==> src/rtl/smooth_pkg.sv <==
// ============================================================================
// Module  : smooth_pkg
// Brief   : Shared sizes and window-exponent clamp for the smoothing path.
// Revision: 1.0 - initial release
// ============================================================================
`default_nettype none

package smooth_pkg;

    localparam int SM_DEPTH   = 16;
    localparam int SM_LEN_MAX = 4;
    localparam int SM_PTR_W   = 4;
    localparam int SM_SUM_W   = 20;
    localparam int SM_FILL_W  = 5;
    localparam int SM_DATA_W  = 16;

    function automatic logic [2:0] sm_clamp_len(input logic [2:0] len);
        return (len > 3'(SM_LEN_MAX)) ? 3'(SM_LEN_MAX) : len;
    endfunction

endpackage

`default_nettype wire

==> src/rtl/smooth_ring.sv <==
// ============================================================================
// Module  : smooth_ring
// Brief   : Sample history ring with clear, write port and oldest-entry read.
// Revision: 1.0 - initial release
// ============================================================================
`default_nettype none

module smooth_ring
    import smooth_pkg::*;
(
    input  logic                 clk_sys,
    input  logic                 rst_n,
    input  logic                 clr,
    input  logic                 wr_en,
    input  logic [SM_DATA_W-1:0] wr_data,
    input  logic [2:0]           len_exp,
    output logic [SM_DATA_W-1:0] rd_data
);

    logic [SM_DATA_W-1:0] mem_q [SM_DEPTH];
    logic [SM_DATA_W-1:0] mem_d [SM_DEPTH];
    logic [SM_PTR_W-1:0]  wr_ptr_q;
    logic [SM_PTR_W-1:0]  wr_ptr_d;
    logic [SM_PTR_W-1:0]  rd_addr;

    // Window of 16 truncates to 0, so the oldest entry is the one about to be overwritten.
    assign rd_addr = wr_ptr_q - SM_PTR_W'(5'd1 << len_exp);
    assign rd_data = mem_q[rd_addr];

    always_comb begin
        wr_ptr_d = wr_ptr_q;
        for (int i = 0; i < SM_DEPTH; i++) begin
            mem_d[i] = clr ? '0 : mem_q[i];
        end
        if (clr) begin
            wr_ptr_d = '0;
        end else if (wr_en) begin
            mem_d[wr_ptr_q] = wr_data;
            wr_ptr_d        = wr_ptr_q + SM_PTR_W'(1);
        end
    end

    always_ff @(posedge clk_sys or negedge rst_n) begin
        if (!rst_n) begin
            wr_ptr_q <= '0;
            for (int i = 0; i < SM_DEPTH; i++) begin
                mem_q[i] <= '0;
            end
        end else begin
            wr_ptr_q <= wr_ptr_d;
            for (int i = 0; i < SM_DEPTH; i++) begin
                mem_q[i] <= mem_d[i];
            end
        end
    end

endmodule

`default_nettype wire

==> src/rtl/smooth_main.sv <==
// ============================================================================
// Module  : smooth_main
// Brief   : Power-of-two moving average with baseline floor for hit detection.
// Revision: 1.0 - initial release
// ============================================================================
`default_nettype none

module smooth_main
    import smooth_pkg::*;
(
    input  logic                 clk_sys,
    input  logic                 rst_n,
    input  logic [15:0]          adc_data,
    input  logic                 adc_vld,
    input  logic [2:0]           cfg_sm_len,
    input  logic [15:0]          cfg_base,
    output logic [15:0]          sm_data,
    output logic                 sm_vld,
    output logic                 stu_sm_ready,
    output logic [15:0]          stu_sm_cnt
);

    logic [2:0]           ke_q, ke_d;
    logic [SM_SUM_W-1:0]  sum_q, sum_d;
    logic [SM_FILL_W-1:0] fill_q, fill_d;
    logic                 s1_vld_q, s1_vld_d;
    logic [15:0]          sm_data_q, sm_data_d;
    logic                 sm_vld_q, sm_vld_d;
    logic [15:0]          cnt_q, cnt_d;

    logic                 flush;
    logic                 accept;
    logic [SM_FILL_W-1:0] win_len;
    logic [SM_DATA_W-1:0] oldest;
    logic [SM_DATA_W-1:0] avg;

    assign ke_d    = sm_clamp_len(cfg_sm_len);
    assign flush   = (ke_d != ke_q);
    assign accept  = adc_vld & ~flush;
    assign win_len = SM_FILL_W'(1) << ke_q;

    smooth_ring u_ring (
        .clk_sys (clk_sys),
        .rst_n   (rst_n),
        .clr     (flush),
        .wr_en   (accept),
        .wr_data (adc_data),
        .len_exp (ke_q),
        .rd_data (oldest)
    );

    // Stage 1: running sum and fill tracking.
    always_comb begin
        sum_d    = sum_q;
        fill_d   = fill_q;
        s1_vld_d = 1'b0;
        if (flush) begin
            sum_d  = '0;
            fill_d = '0;
        end else if (adc_vld) begin
            sum_d = sum_q + SM_SUM_W'(adc_data) - SM_SUM_W'(oldest);
            if (fill_q < win_len) begin
                fill_d = fill_q + SM_FILL_W'(1);
            end
            s1_vld_d = (fill_d == win_len);
        end
    end

    // Stage 2 reads the pre-flush sum and exponent, so an in-flight sample still emits.
    assign avg = SM_DATA_W'(sum_q >> ke_q);

    always_comb begin
        sm_vld_d  = s1_vld_q;
        sm_data_d = sm_data_q;
        cnt_d     = cnt_q;
        if (s1_vld_q) begin
            sm_data_d = (avg > cfg_base) ? (avg - cfg_base) : '0;
            cnt_d     = cnt_q + 16'd1;
        end
    end

    always_ff @(posedge clk_sys or negedge rst_n) begin
        if (!rst_n) begin
            ke_q      <= '0;
            sum_q     <= '0;
            fill_q    <= '0;
            s1_vld_q  <= 1'b0;
            sm_data_q <= '0;
            sm_vld_q  <= 1'b0;
            cnt_q     <= '0;
        end else begin
            ke_q      <= ke_d;
            sum_q     <= sum_d;
            fill_q    <= fill_d;
            s1_vld_q  <= s1_vld_d;
            sm_data_q <= sm_data_d;
            sm_vld_q  <= sm_vld_d;
            cnt_q     <= cnt_d;
        end
    end

    assign sm_data      = sm_data_q;
    assign sm_vld       = sm_vld_q;
    assign stu_sm_ready = (fill_q == win_len);
    assign stu_sm_cnt   = cnt_q;

endmodule

`default_nettype wire

==> config.mk <==
export PLATFORM = sky130hd
export DESIGN_NAME = smooth_main
export DESIGN_NICKNAME = d
export VERILOG_FILES = /design/src/rtl/smooth_pkg.sv /design/src/rtl/smooth_ring.sv /design/src/rtl/smooth_main.sv
export SDC_FILE = /design/constraint.sdc
export NUM_CORES = 1
export LEC_CHECK = 0
export CORE_MARGIN = 8
export CORE_UTILIZATION = 45
export CTS_CLUSTER_SIZE = 14
export DETAILED_ROUTE_END_ITERATION = 10
export PLACE_DENSITY = 0.73
export REMOVE_ABC_BUFFERS = 1
export SYNTH_ARGS = -nofsm -noshare
export SYNTH_HDL_FRONTEND = slang
export SYNTH_SLANG_ARGS = --single-unit
==> constraint.sdc <==
create_clock -name clk_sys -period 6.64 [get_ports clk_sys]
set_input_delay 1.328 -clock clk_sys [delete_from_list [all_inputs] [get_ports clk_sys]]
set_output_delay 1.328 -clock clk_sys [all_outputs]
set_load 0.05 [all_outputs]
==> metrics.txt <==
outcome=completed; simple-gate area share of the yosys netlist=11.6%; register area share after synthesis=45.6%; Worst-Skew Late Latency=540 ps; Reg power frac=39.8%; initial antenna violation count=0; Worst setup SP type=flip-flop; Starting Density=45.6%; Place WS=647 ps; hpwl dp=33,500 um; TritonCTS clock tree=built; setup TNS=0 ps; Seq cells post-synth=322; Total GRT Usage=21.0%; Pre-antenna DRT Iters=6; final hold violation count=0; first-pass GRT wire length=78,300 um; CTS clock-pin slew for the worst setup and hold paths=60 ps; Post-Synthesis Mean Instance Area=10.7 um2; Root Driver=clkbuf_16; most frequent cell after synthesis=dfrtp_1; LEAKAGE=8.74 nW; H-tree Lvls=2; number of enable flip-flop cells after synthesis=0; Final ANT Viol Nets=0; Synth Area in Compound Gates=16.6%; setup ws final=616 ps; Cell Area, Synth=0.0177 mm2; Required @ worst endpoint=7030 ps; die area=0.0458 mm2; CP Capture Type=flip-flop; largest family of logic cells by synthesized area=compound AO/OA/AOI/OAI gates; largest net degree at the start of global routing=148; crit path kind=flip-flop to flip-flop; Die Height=214 um; Hold WC Path Type=flip-flop to flip-flop; post-synthesis async set-or-reset flop share=100%; antenna cells=0; routed vias/inst=6.06; Min Hold Slack=469 ps; GP Congestion=0.895; std cell rows=72; Slew headroom=21.8%; Final nets=1,777; Total Power=5.24 mW; post-CTS sizing=0; Layout area overhead=13.3%; Cell Pwr Density=262 mW/mm2; fin. max-slew vios=0; Die X-Extent=214 um; Clock Path Buffers=3; Synth Area in XOR/XNOR=2.93%; total grt overflow=0; synth warn=0; total I/O pin count=72; Fmax=166 MHz; Multi-input gate area=0.00890 mm2; min cycle time layout=6020 ps; # DRC=0; NetSw=1.63 mW; Post CTS Setup Buffer Count=0; Switching Share=31.0%; Comb pwr share=22.1%; flip-flop and latch area=0.00806 mm2; Clock power frac=38.1%; Worst-Margin Slew=1170 ps; post-synthesis mux area share=13.4%; Yosys top cell area share=45.6%; FILL cells=3,439; Core Box Area=0.0387 mm2; synth unique cells=71; list of most frequent post-synthesis cells=322 x dfrtp_1, 245 x nand2_1, 154 x a22o_1; Worst Skew=22.3 ps; Yosys top cell by area=dfrtp_1; final critical-path share of the clock period=90.7%; maxcap violations=0; Synth Flop Type=dfrtp_1; vias in the first global route=13,800; Synth Area in Adders=5.58%; endpoints failing setup=0; CTS Sinks=322; worst-path maximum fanout=18; largest cells by area after synthesis=dfrtp_1 46%, mux4_2 8.2%, a22o_1 7.6%, nand2_1 5.2%, a21oi_1 4.2%; post-cts hold buffer count=0; routed len/inst=22.2 um; total wire length=49,000 um; Mapped Cells=1,653; total CTS buffers=36; peak supply drop=0.242 mV; RSZ-0062 raised after global routing=no; vias after detailed routing=13,400; Critical Path AT=6410 ps; fraction of layout cells with a size suffix above 1=12.6%; IO Port Bufs=71; DRT iter0 DRCs=1,302; Internal Pwr Total=3.62 mW
==> state kept, by name (all words and copies together), names as in the netlist <==
register         cells
sm_data             16
ke_q                 3
fill_q               5
stu_sm_cnt          16
s1_vld_q             1
u_ring.wr_ptr_q      4
sum_q               20
sm_vld               1
u_ring.mem_q       256
==> metal layers <==
layer  vias to the layer above  track usage (%)  part of all wire, %
li1                       5956                -                    -
met1                      6705             27.0                   41
met2                       615             34.4                   47
met3                       131             4.13                  7.5
met4                         0             9.16                  4.2
met5                         -                0                    0
==> kinds of logic (layout without fill, tap and decap cells) <==
kind of cell,after synthesis,after routing
flops,322,322
xor+xnor,59,59
mux,154,154
simple gates,455,455
fa+ha+maj,68,68
compound gates,416,416
buf+inv,179,221
==> cells in the final DEF (no fill, tap or decap), drive strengths merged, types with 20 or more instances in the layout <==
cell	n
dfrtp	322
nand2	248
a22o	154
a21oi	148
nor2	102
clkdlybuf4s50	69
mux2i	66
mux4	64
inv	60
ha	50
clkbuf	49
xnor2	37
o21ai	36
buf	32
nand3	30
mux2	24
xor2	22
o22ai	20
==> power by group through the flow <==
stage	logic [mW]	registers (mW)	clock network [mW]
after floorplan	0.580	2.30	0
after global placement	1.14	2.12	0
after detailed placement	1.16	2.12	0
after CTS	1.16	2.08	2.03
after global routing	1.25	2.10	2.10
final	1.16	2.08	2.00
==> area by class of cell <==
class | count | area share [%]
Multi-Input combinational cell | 1152 | 44.5
Timing Repair Buffer | 101 | 4.99
Clock inverter | 13 | 0.657
Tap cell | 518 | 3.24
Inverter | 58 | 1.09
Clock buffer | 49 | 5.25
Sequential cell | 322 | 40.3
==> final timing paths <==
path	from	end	slack (ps)	cells past startpoint
setup / recovery	ke_q[0]	sum_q[16]	620	19
hold / removal	stu_sm_cnt[15]	stu_sm_cnt[15]	470	1
setup reg to reg	ke_q[0]	sum_q[16]	620	19
hold reg to reg	stu_sm_cnt[15]	stu_sm_cnt[15]	470	1
max in group asynchronous	rst_n	u_ring.mem_q[143]	4490	2
min in group asynchronous	rst_n	stu_sm_cnt[10]	820	1
==> through the flow <==
stage	std cells	area [um2]	utilization [%]
3_5_place_dp	2151	18800	48.6
6_report	2213	20000	51.6
4_1_cts	2213	20000	51.6
2_1_floorplan	1532	17100	-
5_1_grt	2213	20000	51.6
3_3_place_gp	2151	18800	48.6
==> worst max-delay path, stage by stage, from the launching register on <==
cell,delay [ps]
dfrtp_1,340
buf_4,230
inv_2,60
nor2_1,180
nand2_1,180
fa_4,1010
buf_12,240
mux4_2,520
mux2i_1,350
nor2_1,100
a21oi_1,330
fa_1,480
ha_1,210
a21oi_1,290
o211ai_1,150
a21oi_1,390
o21ai_0,220
o21ai_0,240
mux2i_1,210
o311ai_0,130
Power figures use the tool's default switching activity.
